<file path="src/rtl/cam_frame_writer_pkg.sv">
// Shared types and default QVGA geometry for the OV7670 frame writer.
package cam_frame_writer_pkg;

  localparam int QVGA_H_ACTIVE = 320;
  localparam int QVGA_V_ACTIVE = 240;
  localparam int QVGA_ADDR_W   = $clog2(QVGA_H_ACTIVE * QVGA_V_ACTIVE);

  // Frame capture states: wait for a first blanking interval, blank, capture.
  typedef enum logic [1:0] {
    SYNC_WAIT = 2'd0,
    BLANK     = 2'd1,
    ACTIVE    = 2'd2
  } state_e;

endpackage

</file>
<file path="src/rtl/cam_frame_writer_if.sv">
// Camera input bus plus frame-buffer write port of the frame writer.
interface cam_frame_writer_if
  import cam_frame_writer_pkg::*;
#(
  parameter int H_ACTIVE = QVGA_H_ACTIVE,
  parameter int V_ACTIVE = QVGA_V_ACTIVE
) ();

  localparam int AW = $clog2(H_ACTIVE * V_ACTIVE);

  // Camera side
  logic          href;
  logic          v_sync;
  logic [7:0]    data;
  // Frame-buffer side
  logic          we;
  logic [AW-1:0] wAddr;
  logic [15:0]   wData;
  // Status
  logic          frame_done;
  logic          line_err;

  // The frame writer itself
  modport slave (
    input  href, v_sync, data,
    output we, wAddr, wData, frame_done, line_err
  );

  // Camera model / frame-buffer observer
  modport master (
    output href, v_sync, data,
    input  we, wAddr, wData, frame_done, line_err
  );

endinterface

</file>
<file path="src/rtl/rgb565_byte_assembler.sv">
// Pairs consecutive camera bytes into one RGB565 pixel, high byte first.
module rgb565_byte_assembler (
  input  logic        clk,
  input  logic        reset,
  input  logic        en_i,
  input  logic [7:0]  data_i,
  output logic        pix_valid_o,
  output logic [15:0] pix_o
);

  logic       phase_q;
  logic [7:0] hi_q;

  // Toggle the byte phase while enabled; any gap drops a dangling high byte.
  always_ff @(posedge clk or posedge reset) begin
    // NOTE: non-blocking assignments so every flop samples pre-edge values.
    if (reset) begin
      phase_q <= 1'b0;
      hi_q    <= 8'h00;
    end else if (!en_i) begin
      phase_q <= 1'b0;
    end else begin
      if (!phase_q) hi_q <= data_i;
      phase_q <= ~phase_q;
    end
  end

  // The low byte is on the bus in the same cycle the pixel completes.
  assign pix_valid_o = en_i & phase_q;
  assign pix_o       = {hi_q, data_i};

endmodule

</file>
<file path="src/rtl/cam_frame_writer.sv">
// OV7670 RGB565 capture into a linear frame buffer, one write per pixel.
module cam_frame_writer
  import cam_frame_writer_pkg::*;
#(
  parameter int H_ACTIVE = QVGA_H_ACTIVE,
  parameter int V_ACTIVE = QVGA_V_ACTIVE
) (
  input logic               clk,
  input logic               reset,
  cam_frame_writer_if.slave bus
);

  localparam int AW = $clog2(H_ACTIVE * V_ACTIVE);
  localparam int PW = $clog2(H_ACTIVE + 1);
  localparam int LW = $clog2(V_ACTIVE + 1);

  localparam logic [PW-1:0] PIX_MAX   = PW'(H_ACTIVE);
  localparam logic [LW-1:0] LINE_MAX  = LW'(V_ACTIVE);
  localparam logic [AW-1:0] LINE_STEP = AW'(H_ACTIVE);

  state_e        state_q;
  logic [PW-1:0] pix_cnt_q;
  logic [LW-1:0] line_cnt_q;
  logic [AW-1:0] line_base_q;
  logic          href_q;
  logic          we_q;
  logic [AW-1:0] waddr_q;
  logic [15:0]   wdata_q;
  logic          frame_done_q;
  logic          line_err_q;

  logic          asm_en;
  logic          pix_valid;
  logic [15:0]   pix;
  logic          pix_in_range;
  logic          line_in_range;
  logic          line_end;
  logic [AW-1:0] addr_d;

  // Bytes only count while capturing; a rising v_sync kills a pending byte.
  assign asm_en = (state_q == ACTIVE) && bus.href && !bus.v_sync;

  rgb565_byte_assembler u_asm (
    .clk         (clk),
    .reset       (reset),
    .en_i        (asm_en),
    .data_i      (bus.data),
    .pix_valid_o (pix_valid),
    .pix_o       (pix)
  );

  assign pix_in_range  = pix_cnt_q < PIX_MAX;
  assign line_in_range = line_cnt_q < LINE_MAX;
  assign line_end      = href_q && !bus.href;
  // Base stepped by H_ACTIVE per line keeps the address free of a multiplier;
  // only used while both counters are in range, so it never exceeds the frame.
  assign addr_d        = line_base_q + AW'(pix_cnt_q);

  // Frame FSM with counters and registered frame-buffer outputs.
  always_ff @(posedge clk or posedge reset) begin
    if (reset) begin
      state_q      <= SYNC_WAIT;
      pix_cnt_q    <= '0;
      line_cnt_q   <= '0;
      line_base_q  <= '0;
      href_q       <= 1'b0;
      we_q         <= 1'b0;
      waddr_q      <= '0;
      wdata_q      <= '0;
      frame_done_q <= 1'b0;
      line_err_q   <= 1'b0;
    end else begin
      we_q         <= 1'b0;
      frame_done_q <= 1'b0;
      // Edge history is only meaningful inside a frame.
      href_q       <= (state_q == ACTIVE) && bus.href;

      case (state_q)
        SYNC_WAIT: begin
          if (bus.v_sync) state_q <= BLANK;
        end

        BLANK: begin
          pix_cnt_q   <= '0;
          line_cnt_q  <= '0;
          line_base_q <= '0;
          if (!bus.v_sync) state_q <= ACTIVE;
        end

        ACTIVE: begin
          if (bus.v_sync) begin
            state_q      <= BLANK;
            frame_done_q <= (line_cnt_q == LINE_MAX);
          end else begin
            if (pix_valid) begin
              if (pix_in_range && line_in_range) begin
                we_q    <= 1'b1;
                waddr_q <= addr_d;
                wdata_q <= pix;
              end
              if (pix_in_range) pix_cnt_q <= pix_cnt_q + PW'(1);
            end
            if (line_end) begin
              if (pix_in_range) line_err_q <= 1'b1;
              pix_cnt_q <= '0;
              if (line_in_range) begin
                line_cnt_q  <= line_cnt_q + LW'(1);
                line_base_q <= line_base_q + LINE_STEP;
              end
            end
          end
        end

        default: state_q <= SYNC_WAIT;
      endcase
    end
  end

  assign bus.we         = we_q;
  assign bus.wAddr      = waddr_q;
  assign bus.wData      = wdata_q;
  assign bus.frame_done = frame_done_q;
  assign bus.line_err   = line_err_q;

endmodule

</file>
<file path="src/flat_wrapper.sv">
// flat-port wrapper written by rule: the top's interface ports become plain ports
module cam_frame_writer_flat import cam_frame_writer_pkg::*;
#(
  parameter int H_ACTIVE = QVGA_H_ACTIVE,
  parameter int V_ACTIVE = QVGA_V_ACTIVE
)
  (clk, reset, bus_href, bus_v_sync, bus_data, bus_we, bus_wAddr, bus_wData, bus_frame_done, bus_line_err);
  cam_frame_writer_if #(.H_ACTIVE(H_ACTIVE), .V_ACTIVE(V_ACTIVE)) bus_i ();
  input logic clk;
  input logic reset;
  input wire logic [$bits(bus_i.href)-1:0] bus_href;
  input wire logic [$bits(bus_i.v_sync)-1:0] bus_v_sync;
  input wire logic [$bits(bus_i.data)-1:0] bus_data;
  output wire logic [$bits(bus_i.we)-1:0] bus_we;
  output wire logic [$bits(bus_i.wAddr)-1:0] bus_wAddr;
  output wire logic [$bits(bus_i.wData)-1:0] bus_wData;
  output wire logic [$bits(bus_i.frame_done)-1:0] bus_frame_done;
  output wire logic [$bits(bus_i.line_err)-1:0] bus_line_err;
  assign bus_i.href = bus_href;
  assign bus_i.v_sync = bus_v_sync;
  assign bus_i.data = bus_data;
  assign bus_we = bus_i.we;
  assign bus_wAddr = bus_i.wAddr;
  assign bus_wData = bus_i.wData;
  assign bus_frame_done = bus_i.frame_done;
  assign bus_line_err = bus_i.line_err;
  cam_frame_writer #(.H_ACTIVE(H_ACTIVE), .V_ACTIVE(V_ACTIVE)) u_core (.clk(clk), .reset(reset), .bus(bus_i));
endmodule
</file>
<file path="config.mk">
export PLATFORM = sky130hd
export DESIGN_NAME = cam_frame_writer_flat
export DESIGN_NICKNAME = d
export VERILOG_FILES = /design/src/rtl/cam_frame_writer_pkg.sv /design/src/rtl/cam_frame_writer_if.sv /design/src/rtl/rgb565_byte_assembler.sv /design/src/rtl/cam_frame_writer.sv /design/src/flat_wrapper.sv
export SDC_FILE = /design/constraint.sdc
export NUM_CORES = 1
export LEC_CHECK = 0
export ABC_CLOCK_PERIOD_IN_PS = 3000
export BUFFER_PORTS_ARGS = -buffer_cell sky130_fd_sc_hd__buf_2
export CORE_MARGIN = 2
export CORE_UTILIZATION = 55
export DETAILED_ROUTE_END_ITERATION = 10
export PLACE_DENSITY = 0.78
export SLEW_MARGIN = 20
export SYNTH_ARGS = -nofsm -noshare
export SYNTH_HDL_FRONTEND = slang
export SYNTH_SLANG_ARGS = --single-unit
</file>
<file path="constraint.sdc">
create_clock -name clk -period 3 [get_ports clk]
set_clock_uncertainty 0.05 [all_clocks]
set_input_delay 0.45 -clock clk [delete_from_list [all_inputs] [get_ports clk]]
set_output_delay 0.45 -clock clk [all_outputs]
set_load 0.05 [all_outputs]
</file>
# --- Word level (Yosys, flattened, before mapping) ---
# Cells that the tools add are included.
totals:
  register_bits: 82
  inputBits: 12
  out_inout_bits: 36
  wordCells: 69
op_classes:
  n_addsub: 4
  order_cmp: 2
  eq_ne: 10
  n_mux: 23
  bitwise: 3
  n_reduce_logical: 15
op_table:
  columns: ["cell", "count"]
  rows:
  - ["$mux W17", 3]
  - ["$mux W9", 4]
  - ["$pmux W17 S2", 1]
  - ["$mux W8", 3]
  - ["$pmux W9 S2", 1]
  - ["$add A17 B9 Y17", 1]
  - ["$add A17 B9 Y17 const B", 1]
  - ["$pmux W8 S2", 1]
  - ["$reduce_and A4 Y1", 4]
  - ["$add A9 B1 Y9 const B", 1]
  - ["$lt A9 B9 Y1 const B", 1]
  - ["$add A8 B1 Y8 const B", 1]
  - ["$eq A8 B8 Y1 const B", 1]
  - ["$lt A8 B8 Y1 const B", 1]
  - ["$mux W1", 7]
  - ["$ne A2 B1 Y1 const B", 3]
  - ["$ne A3 B1 Y1 const B", 2]
  - ["$logic_and A1 B1 Y1", 4]
  - ["$mux W2", 2]
  - ["$ne A2 B2 Y1 const B", 2]
  - ["$pmux W2 S2", 1]
  - ["$reduce_and A2 Y1", 2]
  - ["$eq A2 B1 Y1 const B", 1]
  - ["$eq A2 B2 Y1 const B", 1]
  - ["6 further kinds", 8]

# --- Logic depth before layout (Yosys ltp) ---
logic_depth:
  depth_word: 8
  ltp_mapped: 7
  mapped_depth_nobuf: 5

# --- Hierarchy ---
# Synthesis repeated with hierarchy kept, for this count alone.
unflattened:
  cells_unflattened: 313
  area_unflattened_um2: 3513.4
by_module_without_submodules:
  columns: ["module", "instances", "cells_each", "area_each_um2", "seq_area_each_um2"]
  rows:
  - ["cam_frame_writer", 1, 284, 3071.7, 1676.6]
  - ["rgb565_byte_assembler", 1, 29, 441.7, 225.2]

# --- Worst setup path before layout ---
# No wires, ideal clock.
synth_path:
  path_type: "register -> register"
  startpoint: "register u_core.pix_cnt_q[7]"
  endpoint: "register u_core.waddr_q[14] (netlist: u_core.bus.wAddr[14])"
  setup_ns: 0.082
  arrival_ns: 1.762
  required_time_ns: 2.868
  path_slack_ns: 1.106
  stages_incl_launch_ff: 7
  n_path_buf: 1
  period_less_slack_ns: 1.894
  path_cell_list: "dfrtp_1 -> ha_1 -> a21o_1 -> a21oi_1 -> clkbuf_1 -> or4_1 -> a31oi_1"
synth_via:
  elab_chain_len: 3
  word_cells_on_any_way: 4
  cone_classes: "1 x add/sub; 1 x order compare; 2 x reduce/logical"
synth_lines:
  columns: ["item", "line", "rtl"]
  rows:
  - ["from (decl)", "cam_frame_writer.sv:22", "logic [PW-1:0] pix_cnt_q;"]
  - ["from (signal assigned)", "cam_frame_writer.sv:101", "if (pix_in_range) pix_cnt_q <= pix_cnt_q + PW'(1);"]
  - ["$lt A9 B9 Y1", "cam_frame_writer.sv:52", "assign pix_in_range = pix_cnt_q < PIX_MAX;"]
  - ["$logic_and A1 B1 Y1", "cam_frame_writer.sv:96", "if (pix_in_range && line_in_range) begin"]
  - ["$reduce_and A4 Y1 (no line)", null, null]
  - ["to (signal assigned)", "cam_frame_writer.sv:98", "waddr_q <= addr_d;"]
  - ["to (decl)", "cam_frame_writer.sv:27", "logic [AW-1:0] waddr_q;"]
# Parallel ways exist; a longest one is shown, timed or not.
# A chain may end at the register's enable or synchronous reset.

# --- Final worst setup path ---
layout_path:
  startpoint: "register u_core.pix_cnt_q[7]"
  endpoint: "register u_core.waddr_q[12] (netlist: u_core.bus.wAddr[12])"
# Same word-level chain as after synthesis.

==> results_dict.tcl <==
set metrics [dict create \
    async_flop_share_pct 100.0 \
    dieArea_mm2 0.007046 \
    grt_max_degree 42 \
    hp-class "in2async" \
    vias 2789 \
    grt_pass1_vias 2602 \
    critPathKind "reg2reg" \
    synth.mux.area_fraction_pct 3.133 \
    drt-total-wl_um 7066 \
    path_depth 5 \
    fin_cells 487 \
    syn_to_final_growth_pct 13.31 \
    yosysWarnings 0 \
    yosys.area_share.simple_pct 21.61 \
    synth-seq-cells 76 \
    fp.dieW_um 83.94 \
    viasPerCell 5.727 \
    max_stage_delay_ps 590 \
    overflow 0 \
    syn_inst 359 \
    power-per-cell-area_mw_per_mm2 505.5 \
    path_delay_family "compound AO/OA/AOI/OAI gates" \
    grt_pass1_wl_um 12480 \
    cp_num_buf_inv 0 \
    start_util_pct 55.99 \
    cts_tree "built" \
    netlist_top_cells_area "dfrtp_1 (54%), nand2_1 (9.4%), o21ai_0 (4.0%)" \
    core_mm2 0.006277 \
    synth_nets 378 \
    drive_above_1_share_pct 19.76 \
    cp_max_fo 11 \
    worstPathRequired_ps 3220 \
    gp_congestion 0.8103 \
    synth-compound-area-share_pct 13.74 \
    synthAdderAreaFrac_pct 2.492 \
    drt-initial-drc-count 148 \
    antenna_found_initial 0 \
    synth.top_cell.area_share_pct 54.11 \
    gr-usage-all-layers_pct 22.01 \
    synth.yosys.seq_area_share_pct 54.11 \
    drv_slew 0 \
    tns_ps 0 \
    clock_insertion_delay_worst_skew_ps 350 \
    hold_viol_final 0 \
    nets 424 \
    synth_top_area_cell "dfrtp_1" \
    wl_per_cell_um 14.51 \
    synth_top_family_by_area "simple AND/OR/NAND/NOR gates" \
    rsz0062_at_grt "false" \
    antenna_cells 0 \
    synthesis.area_mm2 0.003515 \
    synth_ff_type "dfrtp_1" \
    fin_crit_ps 2150 \
    ant_nets 0 \
    hold_buffers 0 \
    worst_path_max_delay_cell "a21oi_1" \
    cts_resized 0 \
    regArea_mm2 0.001902 \
    clockBufferDepth 2 \
    outcome "completed" \
    dp_hpwl_um 4918 \
    crit_arrival_ps 2370 \
    clock-sinks 76 \
    clkTransAtPathRegs_ps 80 \
    clockRootBuffer "clkbuf_8" \
    io_pins 48 \
    h-tree-depth 3 \
    reg2reg_depth 5 \
    crit_path_start_kind "flip-flop" \
    setup_viol 0 \
    p_leak_nw 1.996 \
    crit_chain "ha_1, a21o_1, a21oi_1, o21ai_0, a31oi_1" \
    fill_cells 527 \
    fmax_mhz 465.1 \
    synth.distinct_cells 42 \
    max_slew_margin_pct 40.72 \
    fp-row-count 29 \
    firstDrtPassIters 4 \
    portBuffers 47 \
    multiInputGateArea_mm2 0.001501 \
    placedCellCount 471 \
    synth-xor-area-share_pct 1.744 \
    syn_area_per_cell_um2 9.790 \
    period_share_pct 71.66 \
    drc 0 \
    cts_buffers 9 \
    synth-edff-count 0 \
    critPathCaptureType "flip-flop" \
    worst_slew_pin_slew_ps 885.9 \
    drv_cap 0 \
    vdd_drop_max_uv 305.7 \
    die_h_um 83.94 \
    cts_setup_buffers 0 \
]
==> report_power, final <==
| group | switching (mW) | internal, mW | leakage [nW] |
|---|---|---|---|
| clock | 0.380 | 0.300 | 0.0864 |
| sequential | 0.0417 | 1.08 | 1.04 |
| combinational | 0.136 | 0.0753 | 0.869 |
==> flip-flops by register name (all words and copies together), names as in the netlist <==
register	cells
u_core.bus.line_err	1
u_core.href_q	1
u_core.bus.we	1
u_core.u_asm.hi_q	8
u_core.pix_cnt_q	9
u_core.u_asm.phase_q	1
u_core.bus.frame_done	1
u_core.bus.wData	16
u_core.line_base_q	11
u_core.state_q	2
u_core.line_cnt_q	8
u_core.bus.wAddr	17
==> cells in the final DEF (no fill, tap or decap), types with 2 or more instances in the layout <==
cell	instances
inv_1	7
or3_1	6
mux2i_1	2
a31oi_1	8
nand2_1	88
mux2_2	8
a21o_1	3
a21oi_1	16
o21ai_0	28
xnor2_1	5
clkbuf_8	9
nand4_1	9
ha_1	7
buf_2	47
o31ai_1	13
or4_1	13
nand3_1	12
dfrtp_1	76
nand2b_1	2
and4_1	2
nor2b_1	2
clkinv_2	3
buf_4	4
and2_1	2
and3_1	4
nor4_1	2
nor2_1	9
xor2_1	2
==> per-stage QoR <==
stage,hold WS (ps),power (mW),utilization (%),setup slack (ps),instance area [um^2]
floorplan,383.1,1.296,-,561.7,3515
global placement,389.4,1.346,60.77,926.3,3815
detailed placement,397.5,1.355,60.77,879.4,3815
CTS,194.7,2.032,63.44,850.1,3983
global route,234.4,2.115,63.44,695.0,3983
finish,180.1,2.013,63.44,850.1,3983
==> cell usage after synthesis, types with 2 or more instances <==
master    instances
a21o_1            3
a21oi_1          16
a31oi_1           8
and2_1            2
and3_1            4
and4_1            2
buf_2             8
clkbuf_1          8
dfrtp_1          76
ha_1              7
inv_1             8
mux2_2            8
mux2i_1           2
nand2_1          88
nand2b_1          2
nand3_1          12
nand4_1           9
nor2_1            9
nor2b_1           2
nor4_1            2
o21ai_0          28
o31ai_1          13
or3_1             6
or4_1            13
xnor2_1           5
xor2_1            2
==> cell families after synthesis <==
logic type      Yosys count
simple gates            155
compound gates           79
flops                    76
buf+inv                  25
mux                      10
xor+xnor                  7
fa+ha+maj                 7
==> cell type report <==
type,instances,area share (%)
clock buffer,10,3.205
clock inverter,6,1.005
inverter,8,0.7540
multi-input combinational,258,37.70
sequential,76,47.75
tap,77,2.419
timing repair buffer,52,7.163
==> worst register-to-register path, stage by stage, from the launching register on <==
cell and delay (ps):
dfrtp_1 450, ha_1 350, a21o_1 220, a21oi_1 590
o21ai_0 200, a31oi_1 210
==> per-layer routing <==
| metal | share of wire, % | GRT usage, % | up-vias |
|---|---|---|---|
| met5 | 0 | 0 | - |
| met4 | 1.8 | 9.531 | 0 |
| met3 | 3.4 | 3.759 | 12 |
| met2 | 47 | 33.45 | 53 |
| met1 | 48 | 31.31 | 1347 |
| li1 | - | - | 1377 |
==> worst paths after layout <==
| kind | startpoint | to | slack (ps) |
|---|---|---|---|
| setup / recovery | u_core.pix_cnt_q[7] | u_core.bus.wAddr[12] | 850 |
| hold / removal | reset | u_core.bus.wAddr[10] | 180 |
| setup reg to reg | u_core.pix_cnt_q[7] | u_core.bus.wAddr[12] | 850 |
| hold reg to reg | u_core.u_asm.hi_q[3] | u_core.bus.wData[11] | 420 |
| max in group asynchronous | reset | u_core.state_q[1] | 2040 |
| min in group clk | bus_data[1] | u_core.bus.wData[1] | 250 |
Power figures use the tool's default switching activity.
